`src/rtl/vid_pkg.sv`:
```
// Shared types and default raster geometry for the video output path.
//   rgb_t     : 24-bit pixel {r,g,b}
//   vid_pix_t : 26-bit tagged pixel {sof, eol, rgb}
package vid_pkg;

    localparam int H_ACTIVE_DEF = 640;
    localparam int V_ACTIVE_DEF = 480;

    typedef struct packed {
        logic [7:0] r;
        logic [7:0] g;
        logic [7:0] b;
    } rgb_t;

    typedef struct packed {
        logic sof;
        logic eol;
        rgb_t rgb;
    } vid_pix_t;

endpackage

```
`src/rtl/sync_fifo.sv`:
```
// Single-clock FIFO with a level counter.
// Ports:
//   clk_i, rst_i      clock, synchronous active-high reset
//   push_i, din_i     write request and data (ignored while full)
//   pop_i, dout_o     read request (ignored while empty); dout_o shows the
//                     entry at the read pointer, read combinationally
//   full_o, empty_o   derived from the level counter
//   level_o           number of entries held (0..DEPTH)
module sync_fifo #(
    parameter int WIDTH = 26,
    parameter int DEPTH = 16,
    localparam int AW = $clog2(DEPTH)
) (
    input  logic             clk_i,
    input  logic             rst_i,
    input  logic             push_i,
    input  logic             pop_i,
    input  logic [WIDTH-1:0] din_i,
    output logic [WIDTH-1:0] dout_o,
    output logic             full_o,
    output logic             empty_o,
    output logic [AW:0]      level_o
);

    localparam logic [AW:0] FULL_LVL = (AW + 1)'(DEPTH);

    logic [WIDTH-1:0] mem [DEPTH];
    logic [AW-1:0]    wr_ptr;
    logic [AW-1:0]    rd_ptr;
    logic [AW:0]      level;
    logic             push_ok;
    logic             pop_ok;

    assign full_o  = (level == FULL_LVL);
    assign empty_o = (level == '0);
    assign level_o = level;
    assign push_ok = push_i && !full_o;
    assign pop_ok  = pop_i && !empty_o;
    assign dout_o  = mem[rd_ptr];

    always_ff @(posedge clk_i) begin
        if (rst_i) begin
            wr_ptr <= '0;
            rd_ptr <= '0;
            level  <= '0;
        end else begin
            if (push_ok) wr_ptr <= wr_ptr + 1'b1;
            if (pop_ok)  rd_ptr <= rd_ptr + 1'b1;
            case ({push_ok, pop_ok})
                2'b10:   level <= level + 1'b1;
                2'b01:   level <= level - 1'b1;
                default: level <= level;
            endcase
        end
    end

    // Storage needs no reset; contents are only visible through valid entries.
    always_ff @(posedge clk_i) begin
        if (push_ok) mem[wr_ptr] <= din_i;
    end

endmodule

```
`src/rtl/vid_axis_out.sv`:
```
// Video output stage: tags the incoming pixel stream with start-of-frame and
// end-of-line markers from raster counters, buffers it and drives an
// AXI4-Stream video master.
// Ports:
//   clk_i, rst_i                 clock, synchronous active-high reset
//   color_data_i/_vld_i          pixel stream, cannot be stalled
//   ovf_clr_i                    clears the sticky overflow flag
//   m_axis_t{data,user,last}     pixel, start of frame, end of line
//   m_axis_tvalid/tready         stream handshake
//   fifo_level_o                 entries buffered
//   ovf_o                        sticky: a pixel was dropped
module vid_axis_out
    import vid_pkg::*;
#(
    parameter int H_ACTIVE   = H_ACTIVE_DEF,
    parameter int V_ACTIVE   = V_ACTIVE_DEF,
    parameter int FIFO_DEPTH = 16
) (
    input  logic                          clk_i,
    input  logic                          rst_i,
    input  logic [23:0]                   color_data_i,
    input  logic                          color_data_vld_i,
    input  logic                          ovf_clr_i,
    output logic [23:0]                   m_axis_tdata,
    output logic                          m_axis_tuser,
    output logic                          m_axis_tlast,
    output logic                          m_axis_tvalid,
    input  logic                          m_axis_tready,
    output logic [$clog2(FIFO_DEPTH):0]   fifo_level_o,
    output logic                          ovf_o
);

    localparam int XW = $clog2(H_ACTIVE);
    localparam int YW = $clog2(V_ACTIVE);
    localparam logic [XW-1:0] X_LAST = XW'(H_ACTIVE - 1);
    localparam logic [YW-1:0] Y_LAST = YW'(V_ACTIVE - 1);
    localparam int PW = $bits(vid_pix_t);

    logic [XW-1:0] x;
    logic [YW-1:0] y;
    vid_pix_t      pix_in;
    vid_pix_t      pix_out;
    logic [PW-1:0] fifo_dout;
    logic          fifo_full;
    logic          fifo_empty;
    logic          push;
    logic          pop;
    logic          drop;

    // Counters advance on every valid pixel, dropped or not, so the raster
    // stays aligned with the source after an overflow.
    always_ff @(posedge clk_i) begin
        if (rst_i) begin
            x <= '0;
            y <= '0;
        end else if (color_data_vld_i) begin
            if (x == X_LAST) begin
                x <= '0;
                y <= (y == Y_LAST) ? '0 : y + 1'b1;
            end else begin
                x <= x + 1'b1;
            end
        end
    end

    always_comb begin
        pix_in     = '0;
        pix_in.sof = (x == '0) && (y == '0);
        pix_in.eol = (x == X_LAST);
        pix_in.rgb = rgb_t'(color_data_i);
    end

    // Full is judged before any same-cycle pop so the drop decision never
    // depends on tready.
    assign push = color_data_vld_i && !fifo_full;
    assign drop = color_data_vld_i && fifo_full;
    assign pop  = m_axis_tvalid && m_axis_tready;

    sync_fifo #(
        .WIDTH (PW),
        .DEPTH (FIFO_DEPTH)
    ) u_fifo (
        .clk_i   (clk_i),
        .rst_i   (rst_i),
        .push_i  (push),
        .pop_i   (pop),
        .din_i   (pix_in),
        .dout_o  (fifo_dout),
        .full_o  (fifo_full),
        .empty_o (fifo_empty),
        .level_o (fifo_level_o)
    );

    assign pix_out       = vid_pix_t'(fifo_dout);
    assign m_axis_tvalid = !fifo_empty;
    assign m_axis_tdata  = pix_out.rgb;
    assign m_axis_tuser  = pix_out.sof;
    assign m_axis_tlast  = pix_out.eol;

    // Set has priority over clear so a drop is never lost.
    always_ff @(posedge clk_i) begin
        if (rst_i)          ovf_o <= 1'b0;
        else if (drop)      ovf_o <= 1'b1;
        else if (ovf_clr_i) ovf_o <= 1'b0;
    end

endmodule

```
`config.mk`:
```
export PLATFORM = sky130hd
export DESIGN_NAME = vid_axis_out
export DESIGN_NICKNAME = d
export VERILOG_FILES = /design/src/rtl/vid_pkg.sv /design/src/rtl/sync_fifo.sv /design/src/rtl/vid_axis_out.sv
export SDC_FILE = /design/constraint.sdc
export NUM_CORES = 1
export LEC_CHECK = 0
export ABC_CLOCK_PERIOD_IN_PS = 4100
export BUFFER_PORTS_ARGS = -buffer_cell sky130_fd_sc_hd__buf_2
export CAP_MARGIN = 15
export CORE_UTILIZATION = 36
export CTS_BUF_LIST = sky130_fd_sc_hd__clkbuf_16
export DETAILED_ROUTE_END_ITERATION = 8
export GPL_TIMING_DRIVEN = 0
export REMOVE_ABC_BUFFERS = 1
export SLEW_MARGIN = 30
export SYNTH_ARGS = -nofsm -noshare
export SYNTH_HDL_FRONTEND = slang
export SYNTH_SLANG_ARGS = --single-unit
```
`constraint.sdc`:
```
create_clock -name clk_i -period 4.1 [get_ports clk_i]
set_input_delay 0.41 -clock clk_i [delete_from_list [all_inputs] [get_ports clk_i]]
set_output_delay 0.41 -clock clk_i [all_outputs]
set_load 0.03 [all_outputs]
```
-- Word-level counts from Yosys, hierarchy flattened
Memory sizes are Yosys's and may differ from the RTL's. A register that Yosys moved wholly into a read port is not among the register bits.
Cells that the tools add are included.
- equality and inequality tests: 5
- reduce and logical (&&, ||, !) cells: 14
- add/sub/neg operators: 6
- muxes and demuxes: 9
- operators by type and width (cell ; count):
    adder 10 x 1 -> 10 bit (second input constant) ; 1
    == test 10 bit (second input constant) ; 1
    zero test 10 bit ; 1
    2-to-1 mux 10 bit ; 1
    one-hot mux 5 bit (2 select lines) ; 1
    adder 9 x 1 -> 9 bit (second input constant) ; 1
    == test 9 bit (second input constant) ; 1
    zero test 9 bit ; 1
    2-to-1 mux 9 bit ; 1
    adder 4 x 1 -> 4 bit (second input constant) ; 2
    2-to-1 mux 4 bit ; 2
    logical AND 1 bit ; 6
    adder 5 x 1 -> 5 bit (second input constant) ; 1
    == test 5 bit (second input constant) ; 1
    zero test 5 bit ; 1
    subtractor 5 x 1 -> 5 bit (second input constant) ; 1
    2-to-1 mux 1 bit ; 4
    nonzero test 2 bit ; 2
    == test 2 x 1 -> 1 bit (second input constant) ; 1
    == test 2 bit (second input constant) ; 1
    zero test 1 bit ; 2
    AND reduction 2 bit ; 1
- memory bits (writable): 416
- output and inout port bits: 33
- memories kept: 1
- logic and storage cells: 41
- flip-flop bits (word level): 33
- input bits: 29
- memories (memory ; depth ; width ; read ports ; clocked after Yosys merged registers in ; wr ports ; line ; RTL):
    u_fifo.mem ; 16 ; 26 ; 1 ; 1 ; 1 ; sync_fifo.sv:27 ; logic [WIDTH-1:0] mem [DEPTH];

-- Longest topological paths before layout
Gate-level depths: netlist of run 1.
- depth after elaboration: 6
- mapped depth: 12
- gate-level depth less buffers: 10

-- Cells and area by module
Synthesis of run 1 repeated with hierarchy kept, for this count alone.
- cell total of the unflattened synthesis: 891
- area total of the unflattened synthesis: 17677.0 um2
- modules (own cells, without submodules) (module ; instances ; area an instance (um2) ; sequential area each (um2) ; cells an instance):
    sync_fifo ; 1 ; 16579.7 ; 12832.3 ; 763
    vid_axis_out ; 1 ; 1097.3 ; 400.4 ; 128

-- Least setup slack after synthesis of run 1
No wires, ideal clock.
- path kind: reg-to-reg
- from: register u_fifo.level[2] (netlist: u_fifo.level_o[2])
- to: memory u_fifo.mem[0][0], enable pin
- setup slack: 0.325 ns
- stages on the path, launching flop included: 6
- buffers on the path: 1
- setup time: 0.442 ns
- required time: 3.658 ns
- clock period less this slack: 3.775 ns
- data arrival time: 3.334 ns
- cells stage by stage: dfxtp_1 clkbuf_1 nor4_4 a21oi_1 nand2_1 nor3_1
- cells in the longest elaborated chain, start to end: 6
- RTL lines (item ; line ; RTL):
    start, declared ; sync_fifo.sv:30 ; logic [AW:0] level;
    start signal, assigned ; sync_fifo.sv:50 ; 2'b10: level <= level + 1'b1;
    start signal, assigned ; sync_fifo.sv:51 ; 2'b01: level <= level - 1'b1;
    start signal, assigned ; sync_fifo.sv:52 ; default: level <= level;
    == test 5 bit (*) ; sync_fifo.sv:34 ; assign full_o = (level == FULL_LVL);
    zero test 1 bit (*) ; sync_fifo.sv:37, vid_axis_out.sv:75 ;
    logical AND 1 bit ; vid_axis_out.sv:75 ; assign push = color_data_vld_i && !fifo_full;
    logical AND 1 bit (*) ; sync_fifo.sv:37 ; assign push_ok = push_i && !full_o;
    2-to-1 mux 1 bit (*) ; sync_fifo.sv:59 ; if (push_ok) mem[wr_ptr] <= din_i;
    2-to-1 mux 1 bit (not written as such) (*) ; sync_fifo.sv:59 ;
    end, declared ; sync_fifo.sv:27 ;
Mark *: on every way between the ends. The rest lies on a longest branch, timed or not.

==> impl_metrics.json, run 1 <==
{
  "critical_path_class": "register to output port",
  "syn_inst": 833,
  "swShare": 0.2555,
  "required_ns": 3.69,
  "die_y_um": 223.6,
  "yosysMostFrequentCell": "edfxtp_1",
  "dp_slack_ns": 0.7431,
  "cp_common_cell": "buf_12",
  "grtUsageTotal": 0.1540,
  "gr-total-overflow": 0,
  "fin_crit_sh": 0.8820,
  "routed_via_density": 5.291,
  "critPathCaptureType": "output port",
  "max_freq_mhz": 276.5,
  "worst_pin_slew_ns": 0.8213,
  "setup_ws_ns": 0.4840,
  "synth-simple-area-share": 0.03943,
  "avgSynthCellArea_um2": 21.22,
  "cts_tree": "done",
  "routabilityCongestion": 0.7005,
  "synth_top_area_share": 0.7067,
  "cp.arrival_ns": 3.21,
  "cts_setup_buffers": 0,
  "antenna_found_initial": 1,
  "worst_path_largest_cell_delay_ns": 0.61,
  "clk_path_buf_depth": 3,
  "synth.area.mux_share": 0.1686,
  "start_util": 0.3679,
  "crit_slowest_cell": "dfxtp_4",
  "dieArea_mm2": 0.04999,
  "yosysUniqueCellTypes": 53,
  "dp_hpwl_um": 22940,
  "startpoint_type": "register",
  "die_w_um": 223.6,
  "drtIter0Drc": 801,
  "fin_nets": 986,
  "finalHoldViolations": 0,
  "drt-total-wl_um": 37590,
  "slew_violations": 0,
  "num_vias": 8444,
  "yosys_warnings": 0,
  "cts_hold_buf": 0,
  "cts_buffers": 46,
  "worst_setup_hold_path_clk_slew_ns": 0.06,
  "syn_area_mm2": 0.01768,
  "ant_nets": 0,
  "status": "finished clean",
  "cts_max_level": 2,
  "seq_power_share": 0.475,
  "slew_headroom": 0.4495,
  "ir_worst_vdd_v": 0.0003054,
  "diodes": 0,
  "synth_xor_area_frac": 0.008919,
  "combPwrFrac": 0.173,
  "synth_top_family_by_area": "multiplexers",
  "rows": 80,
  "p_leak_nw": 6.643,
  "fillers": 4085,
  "clock_skew_ns": 0.01150,
  "io-pin-count": 62,
  "grt_max_degree": 42,
  "drive_above_1_share": 0.3354,
  "intPower_mw": 8.369,
  "synth-edff-count": 416,
  "final_area_mm2": 0.02094,
  "numClockSinks": 453,
  "synth-seq-cells": 453,
  "synthToLayoutAreaGrowth_pct": 18.47,
  "drc": 0,
  "synthArstFlopShare": 0,
  "tns_ns": 0,
  "synth_common_cells": "edfxtp_1, mux4_2, nor2_1",
  "core_mm2": 0.04805,
  "io_buffers": 61,
  "path_cells": "buf_12 -> buf_12 -> buf_12 -> mux4_2 -> mux4_2 -> buf_2",
  "cap_violations": 0,
  "grt_pass1_wl_um": 56860,
  "cts_root_buf": "clkbuf_16",
  "cp_max_fo": 25,
  "setup_viol": 0,
  "first_global_vias": 8657,
  "avgRoutedWirePerCell_um": 23.55,
  "yosys.area.top_type": "edfxtp_1",
  "whs_ns": 0.1556,
  "firstDrtPassIters": 4,
  "ys_seq_area_frac": 0.7486,
  "rsz0062_at_grt": "false",
  "yosys.area_share.adder": 0.008494,
  "finalCriticalPeriod_ns": 3.616,
  "clock_latency_ns": 0.55,
  "cts_resized": 0,
  "clkPwrFrac": 0.352,
  "p_per_area_mw_per_mm2": 536.8,
  "dpl_cell_area_mm2": 0.01951,
  "hold_path.class": "primary input to register",
  "synthTopCellsByArea": "edfxtp_1, mux4_2, dfxtp_1",
  "synthFlopType": "edfxtp_1",
  "synth_compound_area_frac": 0.01147,
  "power.switching_mw": 2.872
}
## per-layer routing
layer,wire [um],part of all wire,global-route usage,vias up
li1,-,-,-,3692
met1,16840,0.45,0.2178,4473
met2,18020,0.48,0.2449,215
met5,8,0.00021,0,-
met4,784,0.021,0.04132,2
met3,1939,0.052,0.02899,62
## power by group through the flow
stage          Combinational (mW)  Clock [mW]  Sequential [mW]
2_1_floorplan                1.28           0             5.58
3_3_place_gp                 1.82           0             5.68
3_5_place_dp                 1.97           0             5.44
4_1_cts                      1.98        4.05             5.34
5_1_grt                      2.08        4.22             5.36
6_report                     1.94        3.96             5.34
## worst max-delay path, delay by kind of cell, from the launching register on
kind | cells | cell delay (ns)
mux | 2 | 1.03
flops | 1 | 0.61
buf+inv | 4 | 0.98
## state kept, by name, summed over array words and instances (netlist names), named ones only
register,cells
u_fifo.level_o,5
u_fifo.rd_ptr,4
x,10
u_fifo.mem,416
ovf_o,1
u_fifo.wr_ptr,4
y,9
## final timing paths
| kind | startpoint | end | slack (ns) | depth (start not counted) |
|---|---|---|---|---|
| worst max register to register | u_fifo.level_o[1]$_SDFFE_PP0P_ | u_fifo.level_o[4]$_SDFFE_PP0P_ | 0.79 | 9 |
| worst min-delay path | ovf_clr_i | ovf_o$_SDFFE_PP0P_ | 0.16 | 4 |
| worst min register to register | ovf_o$_SDFFE_PP0P_ | ovf_o$_SDFFE_PP0P_ | 0.49 | 2 |
| worst max-delay path | register | m_axis_tdata[8] | 0.48 | 6 |
## logic make-up (layout without fill, tap and decap cells)
family                     count (synthesis)  in the layout
DFF                                      453            453
muxes                                    135            135
and+or+nand+nor                          127            127
buffers and inverters                     57            205
AOI/OAI and AO/OA                         31             31
xor gates and xnor gates                  18             18
adders and majority gates                 12             12
## area by class of cell
cell class | count | area, um2 | area share
clock buffers | 49 | 1226 | 0.05856
multi-input cells | 323 | 4303 | 0.2055
flip-flops and latches | 453 | 13250 | 0.6326
inverters | 14 | 52.55 | 0.002510
clock inverters | 35 | 203.9 | 0.009739
repair buffers | 107 | 1137 | 0.05431
well taps | 615 | 769.5 | 0.03675
## metrics by stage
step	power [mW]	instances	utilization
after floorplan	6.861	790	-
final	11.24	1596	0.4358
after global placement	7.494	1466	0.3860
after detailed placement	7.414	1512	0.4061
after global routing	11.66	1596	0.4358
after CTS	11.37	1596	0.4358
## placed cells by master (no fill, tap or decap), types with 12 or more instances in the layout
cell type	netlist	final
nand3_1	13	13
edfxtp_1	416	416
dfxtp_1	37	33
xor2_1	13	13
buf_2	9	61
buf_16	0	19
inv_1	14	26
ha_1	12	12
nor2_1	43	31
nand2_1	20	20
clkbuf_16	0	49
nor2_4	0	12
mux4_2	130	130
(Power assumes the default switching activity.)
==> inputs of run 2 (changes only) <==
==> constraint.sdc (replaced) <==
create_clock -name clk_i -period 4.1 [get_ports clk_i]
set_input_delay 0.82 -clock clk_i [delete_from_list [all_inputs] [get_ports clk_i]]
set_output_delay 0.82 -clock clk_i [all_outputs]
set_load 0.03 [all_outputs]
==> run 2 against run 1 <==
Effect of this change:
- sequential power about the same
- combinational power is essentially flat
- die area unchanged
- critical path depth did not move
- highest routed layer unchanged
==> impl_metrics.json, run 2 (synthesized netlist as in run 1, its figures left out) <==
{
  "critical_path_class": "register to output port",
  "fin_crit_sh": 0.9035,
  "routabilityCongestion": 0.7005,
  "firstDrtPassIters": 4,
  "first_global_vias": 8665,
  "drt-total-wl_um": 37620,
  "multi_input_area_mm2": 0.004303,
  "clk_path_buf_depth": 3,
  "cts_hold_buf": 0,
  "io_buffers": 61,
  "combPwrFrac": 0.175,
  "synthToLayoutAreaGrowth_pct": 18.51,
  "numClockSinks": 453,
  "power.switching_mw": 2.877,
  "dp_hpwl_um": 22940,
  "crit_slowest_cell": "mux4_2",
  "cts_max_level": 2,
  "slew_violations": 0,
  "core_mm2": 0.04805,
  "final_area_mm2": 0.02095,
  "fin_nets": 987,
  "swShare": 0.2558,
  "startpoint_type": "register",
  "intPower_mw": 8.373,
  "largest_register_ffs": 416,
  "setup_viol": 0,
  "reg_top3": "u_fifo.mem: 416 flops, x: 10 flops, y: 9 flops",
  "status": "finished clean",
  "finalCriticalPeriod_ns": 3.705,
  "required_ns": 3.28,
  "drc": 0,
  "worst_pin_slew_ns": 0.7971,
  "antenna_found_initial": 1,
  "worst_setup_hold_path_clk_slew_ns": 0.06,
  "die_w_um": 223.6,
  "p_leak_nw": 6.648,
  "final_common_cell": "edfxtp_1",
  "gr-total-overflow": 0,
  "cts_tree": "done",
  "ir_worst_vdd_v": 0.0003057,
  "largest-register": "u_fifo.mem",
  "dieArea_mm2": 0.04999,
  "clkPwrFrac": 0.352,
  "drtIter0Drc": 701,
  "cap_violations": 0,
  "finalHoldViolations": 0,
  "grt_pass1_wl_um": 56880,
  "fillers": 4084,
  "avgRoutedWirePerCell_um": 23.56,
  "die_y_um": 223.6,
  "grt_max_degree": 42,
  "ant_nets": 0,
  "cts_buffers": 46,
  "dp_slack_ns": 0.3331,
  "diodes": 0,
  "grtUsageTotal": 0.1540,
  "clock_latency_ns": 0.55,
  "whs_ns": 0.4902,
  "p_per_area_mw_per_mm2": 537.1,
  "critPathCaptureType": "output port",
  "rows": 80,
  "drive_above_1_share": 0.3360,
  "worst_path_largest_cell_delay_ns": 0.54,
  "setup_ws_ns": 0.3955,
  "max_freq_mhz": 269.9,
  "io-pin-count": 62,
  "path_cells": "buf_12 -> buf_12 -> buf_12 -> mux4_2 -> mux4_2 -> buf_2",
  "rsz0062_at_grt": "false",
  "cp_common_cell": "buf_12",
  "final_util": 0.4360,
  "cp_max_fo": 25,
  "seqCellArea_mm2": 0.01325,
  "num_vias": 8471,
  "routed_via_density": 5.304,
  "slew_headroom": 0.4657,
  "seq_power_share": 0.472,
  "cp.arrival_ns": 2.88,
  "hold_path.class": "register to register",
  "mostFrequentLayoutCells": "edfxtp_1, mux4_2, buf_2, clkbuf_16, dfxtp_1",
  "clock_skew_ns": 0.01181,
  "cts_root_buf": "clkbuf_16",
  "start_util": 0.3679,
  "dpl_cell_area_mm2": 0.01951
}
## run 2: changes by cell type in the layout (fill, tap and decap cells not counted)
cell	previous run	this run
buf_4	11	12
## run 2: final timing paths
| kind | start | cells past startpoint | to | slack [ns] |
|---|---|---|---|---|
| max | register | 6 | m_axis_tdata[8] | 0.40 |
| min | ovf_o$_SDFFE_PP0P_ | 2 | ovf_o$_SDFFE_PP0P_ | 0.49 |
| min reg2reg | ovf_o$_SDFFE_PP0P_ | 2 | ovf_o$_SDFFE_PP0P_ | 0.49 |
| max reg2reg | u_fifo.level_o[1]$_SDFFE_PP0P_ | 9 | u_fifo.level_o[4]$_SDFFE_PP0P_ | 0.79 |
## run 2: per-layer routing
| metal | up-vias | GRT usage | share of wire |
|---|---|---|---|
| met3 | 61 | 0.02925 | 0.049 |
| met2 | 200 | 0.2450 | 0.48 |
| li1 | 3699 | - | - |
| met5 | - | 0 | 0.00021 |
| met1 | 4509 | 0.2177 | 0.45 |
| met4 | 2 | 0.04132 | 0.021 |
## run 2: critical path, delay by kind of cell, from the launching register on
family,cells,cell delay (ns)
buf+inv,4,0.90
flops,1,0.36
mux,2,1.03
## run 2: final cells by class
cell class	count	share of cell area
tap	615	0.03673
sequential	453	0.6324
multi-input combinational	323	0.2054
clock buffer	49	0.05854
timing repair buffer	108	0.05465
inverter	14	0.002509
clock inverter	35	0.009736
## run 2: what timing repair did
item,in CTS,in global routing
setup buffers,1,0
gates resized for setup,0,0
endpoints found under the setup margin,9,0
## run 2: power groups by stage
stage / sequential, mW / clock, mW / combinational [mW]
2_1_floorplan: 5.58 / 0 / 1.28
3_3_place_gp: 5.68 / 0 / 1.82
3_5_place_dp: 5.44 / 0 / 1.97
4_1_cts: 5.31 / 4.05 / 2.01
5_1_grt: 5.33 / 4.22 / 2.12
6_report: 5.31 / 3.97 / 1.97
## run 2: through the flow
step	instances	power, mW	setup TNS [ns]
floorplan	790	6.861	-59.46
global placement	1466	7.494	-666.67
detailed placement	1512	7.414	0
CTS	1597	11.37	0
global route	1597	11.67	0
finish	1597	11.25	0
==> inputs of run 3 (changes only) <==
--- a/config.mk
+++ b/config.mk
@@ -5,6 +5,7 @@
 export SDC_FILE = /design/constraint.sdc
 export NUM_CORES = 1
 export LEC_CHECK = 0
+export ABC_AREA = 1
 export ABC_CLOCK_PERIOD_IN_PS = 4100
 export BUFFER_PORTS_ARGS = -buffer_cell sky130_fd_sc_hd__buf_2
 export CAP_MARGIN = 15
==> run 3 against run 2 <==
Effect of this change:
- sequential cell count unchanged
- fmax increased by 1.8%
- sequential share of layout area decreased by 2.7 points
- setup slack improved by 0.065 ns
- critical endpoint is now m_axis_tdata[0]
- critical path depth increased by 1
- largest cell class unchanged
- critical path type unchanged
- non-clock buffer count decreased by 6
- count of clock-buffer cells in the layout decreased by 2
==> impl_metrics.json, run 3 <==
{
  "slew_headroom": 0.5313,
  "synthTopCellsByArea": "edfxtp_1, mux2i_1, o211ai_1",
  "cts_max_level": 2,
  "place.detailed.instances": 2066,
  "largest_register_ffs": 416,
  "cts_hold_buf": 0,
  "reg_top3": "u_fifo.mem: 416 flops, x: 10 flops, y: 9 flops",
  "cts_resized": 0,
  "syn_area_mm2": 0.01852,
  "synthToLayoutAreaGrowth_pct": 18.07,
  "cts_setup_buffers": 0,
  "mostFrequentLayoutCells": "edfxtp_1, inv_1, o21ai_0, a21oi_1",
  "gr-total-overflow": 0,
  "synth_common_cells": "edfxtp_1, inv_1, o21ai_0",
  "firstDrtPassIters": 5,
  "drc": 0,
  "cts_root_buf": "clkbuf_16",
  "hold_depth": 2,
  "finalCriticalPeriod_ns": 3.640,
  "dp_hpwl_um": 25240,
  "drt-total-wl_um": 41570,
  "slew_violations": 0,
  "tns_ns": 0,
  "cp_max_fo": 55,
  "yosys.area.top_type": "edfxtp_1",
  "grtUsageTotal": 0.1576,
  "synthFlopType": "edfxtp_1",
  "avgSynthCellArea_um2": 13.53,
  "yosys.area_share.adder": 0.008107,
  "ant_nets": 0,
  "synth_xor_area_frac": 0.004256,
  "dieArea_mm2": 0.05236,
  "cts_buffers": 47,
  "yosys_warnings": 0,
  "synth_top_family_by_area": "compound AO/OA/AOI/OAI gates",
  "num_vias": 10890,
  "fillers": 4511,
  "grt_pass1_wl_um": 62800,
  "synthArstFlopShare": 0,
  "worst_pin_slew_ns": 0.7030,
  "first_global_vias": 10720,
  "syn_inst": 1369,
  "status": "finished clean",
  "startpoint_type": "register",
  "final_util": 0.4332,
  "synth-simple-area-share": 0.04932,
  "grt_max_degree": 61,
  "max_freq_mhz": 274.8,
  "fin_nets": 1484,
  "io-pin-count": 62,
  "synth_top_area_share": 0.6745,
  "dpl_cell_area_mm2": 0.02038,
  "worst_setup_hold_path_clk_slew_ns": 0.06,
  "avgRoutedWirePerCell_um": 19.32,
  "fin_crit_sh": 0.8877,
  "finalHoldViolations": 0,
  "ir_worst_vdd_v": 0.0004468,
  "routabilityCongestion": 0.7438,
  "diodes": 0,
  "synth.area.mux_share": 0.05621,
  "rsz0062_at_grt": "false",
  "die_w_um": 228.8,
  "p_per_area_mw_per_mm2": 561.3,
  "cp.arrival_ns": 2.82,
  "clock_skew_ns": 0.009782,
  "cts_tree": "done",
  "ys_seq_area_frac": 0.7145,
  "yosysUniqueCellTypes": 39,
  "largest-register": "u_fifo.mem",
  "cap_violations": 0,
  "setup_viol": 0,
  "antenna_found_initial": 2,
  "whs_ns": 0.4822,
  "io_buffers": 61,
  "critPathCaptureType": "output port",
  "final_area_mm2": 0.02187,
  "drtIter0Drc": 750,
  "drive_above_1_share": 0.1426,
  "final_common_cell": "edfxtp_1",
  "numClockSinks": 453,
  "rows": 82,
  "die_y_um": 228.8,
  "start_util": 0.3669,
  "clk_path_buf_depth": 3,
  "routed_via_density": 5.060,
  "hold_path.class": "register to register",
  "p_leak_nw": 7.547,
  "synth_compound_area_frac": 0.1142,
  "ff2ff_path_depth": 7,
  "layout.cells.non_filler": 2152,
  "required_ns": 3.28,
  "synth-seq-cells": 453,
  "synth-edff-count": 416,
  "core_mm2": 0.05048,
  "yosysMostFrequentCell": "edfxtp_1",
  "critical_path_class": "register to output port",
  "clock_latency_ns": 0.58
}
run 3: changes by cell type in the layout (fill, tap and decap cells not counted), sizes merged, moves of 39 or more:
cell and delta:
nand2 +52, a21oi +111, inv +133, o211ai +101, nand3 +39, mux4 -130
mux2i +101, o21ai +127
run 3: layout make-up:
cell class	count	area (um2)	share of cell area
clock buffers	47	1176	0.05379
clock inverters	39	305.3	0.01396
inverters	150	579.3	0.02649
multi-input cells	689	4425	0.2024
flip-flops and latches	453	13250	0.6057
well taps	672	840.8	0.03845
repair buffers	102	1294	0.05917
run 3: routing by layer:
| metal | share of wire | track usage | vias to the layer above | routed length (um) |
|---|---|---|---|---|
| met5 | 0.00055 | 0 | - | 23 |
| li1 | - | - | 5190 | - |
| met2 | 0.48 | 0.2588 | 240 | 19820 |
| met4 | 0.018 | 0.04500 | 4 | 760 |
| met1 | 0.46 | 0.2159 | 5394 | 19090 |
| met3 | 0.045 | 0.02483 | 61 | 1881 |
run 3: metrics by stage:
| step | power [mW] | setup WS, ns |
|---|---|---|
| final | 12.27 | 0.4604 |
| after global routing | 12.83 | 0.2677 |
| after CTS | 12.40 | 0.4361 |
| after detailed placement | 8.289 | 1.065 |
| after global placement | 8.199 | -7.555 |
| after floorplan | 7.546 | -4.414 |
run 3: logic make-up (layout without fill, tap and decap cells):
family | after synthesis | count (layout)
compound gates | 364 | 364
xor+xnor | 9 | 9
fa+ha+maj | 12 | 12
buf+inv | 227 | 338
flops | 453 | 453
mux | 104 | 104
simple gates | 200 | 200
run 3: final timing paths:
kind                                        from                           end  slack [ns]
setup reg to reg  u_fifo.level_o[0]$_SDFFE_PP0P_  u_fifo.mem[13][12]$_DFFE_PP_        1.75
hold reg to reg               ovf_o$_SDFFE_PP0P_            ovf_o$_SDFFE_PP0P_        0.48
setup / recovery                        register               m_axis_tdata[0]        0.46
hold / removal                ovf_o$_SDFFE_PP0P_            ovf_o$_SDFFE_PP0P_        0.48
run 3: where the power goes:
| group | internal [mW] | switching [mW] | leakage [nW] |
|---|---|---|---|
| sequential | 5.21 | 0.187 | 4.08 |
| clock | 2.35 | 1.77 | 0.773 |
| combinational | 0.975 | 1.79 | 2.69 |
run 3: worst max-delay path, cell delays in order, from the launching register on:
cell and delay [ns]:
dfxtp_4 0.78, buf_16 0.32, buf_12 0.26, mux2i_1 0.21, o21ai_0 0.10, o211ai_1 0.20
nand2_1 0.08, buf_2 0.18
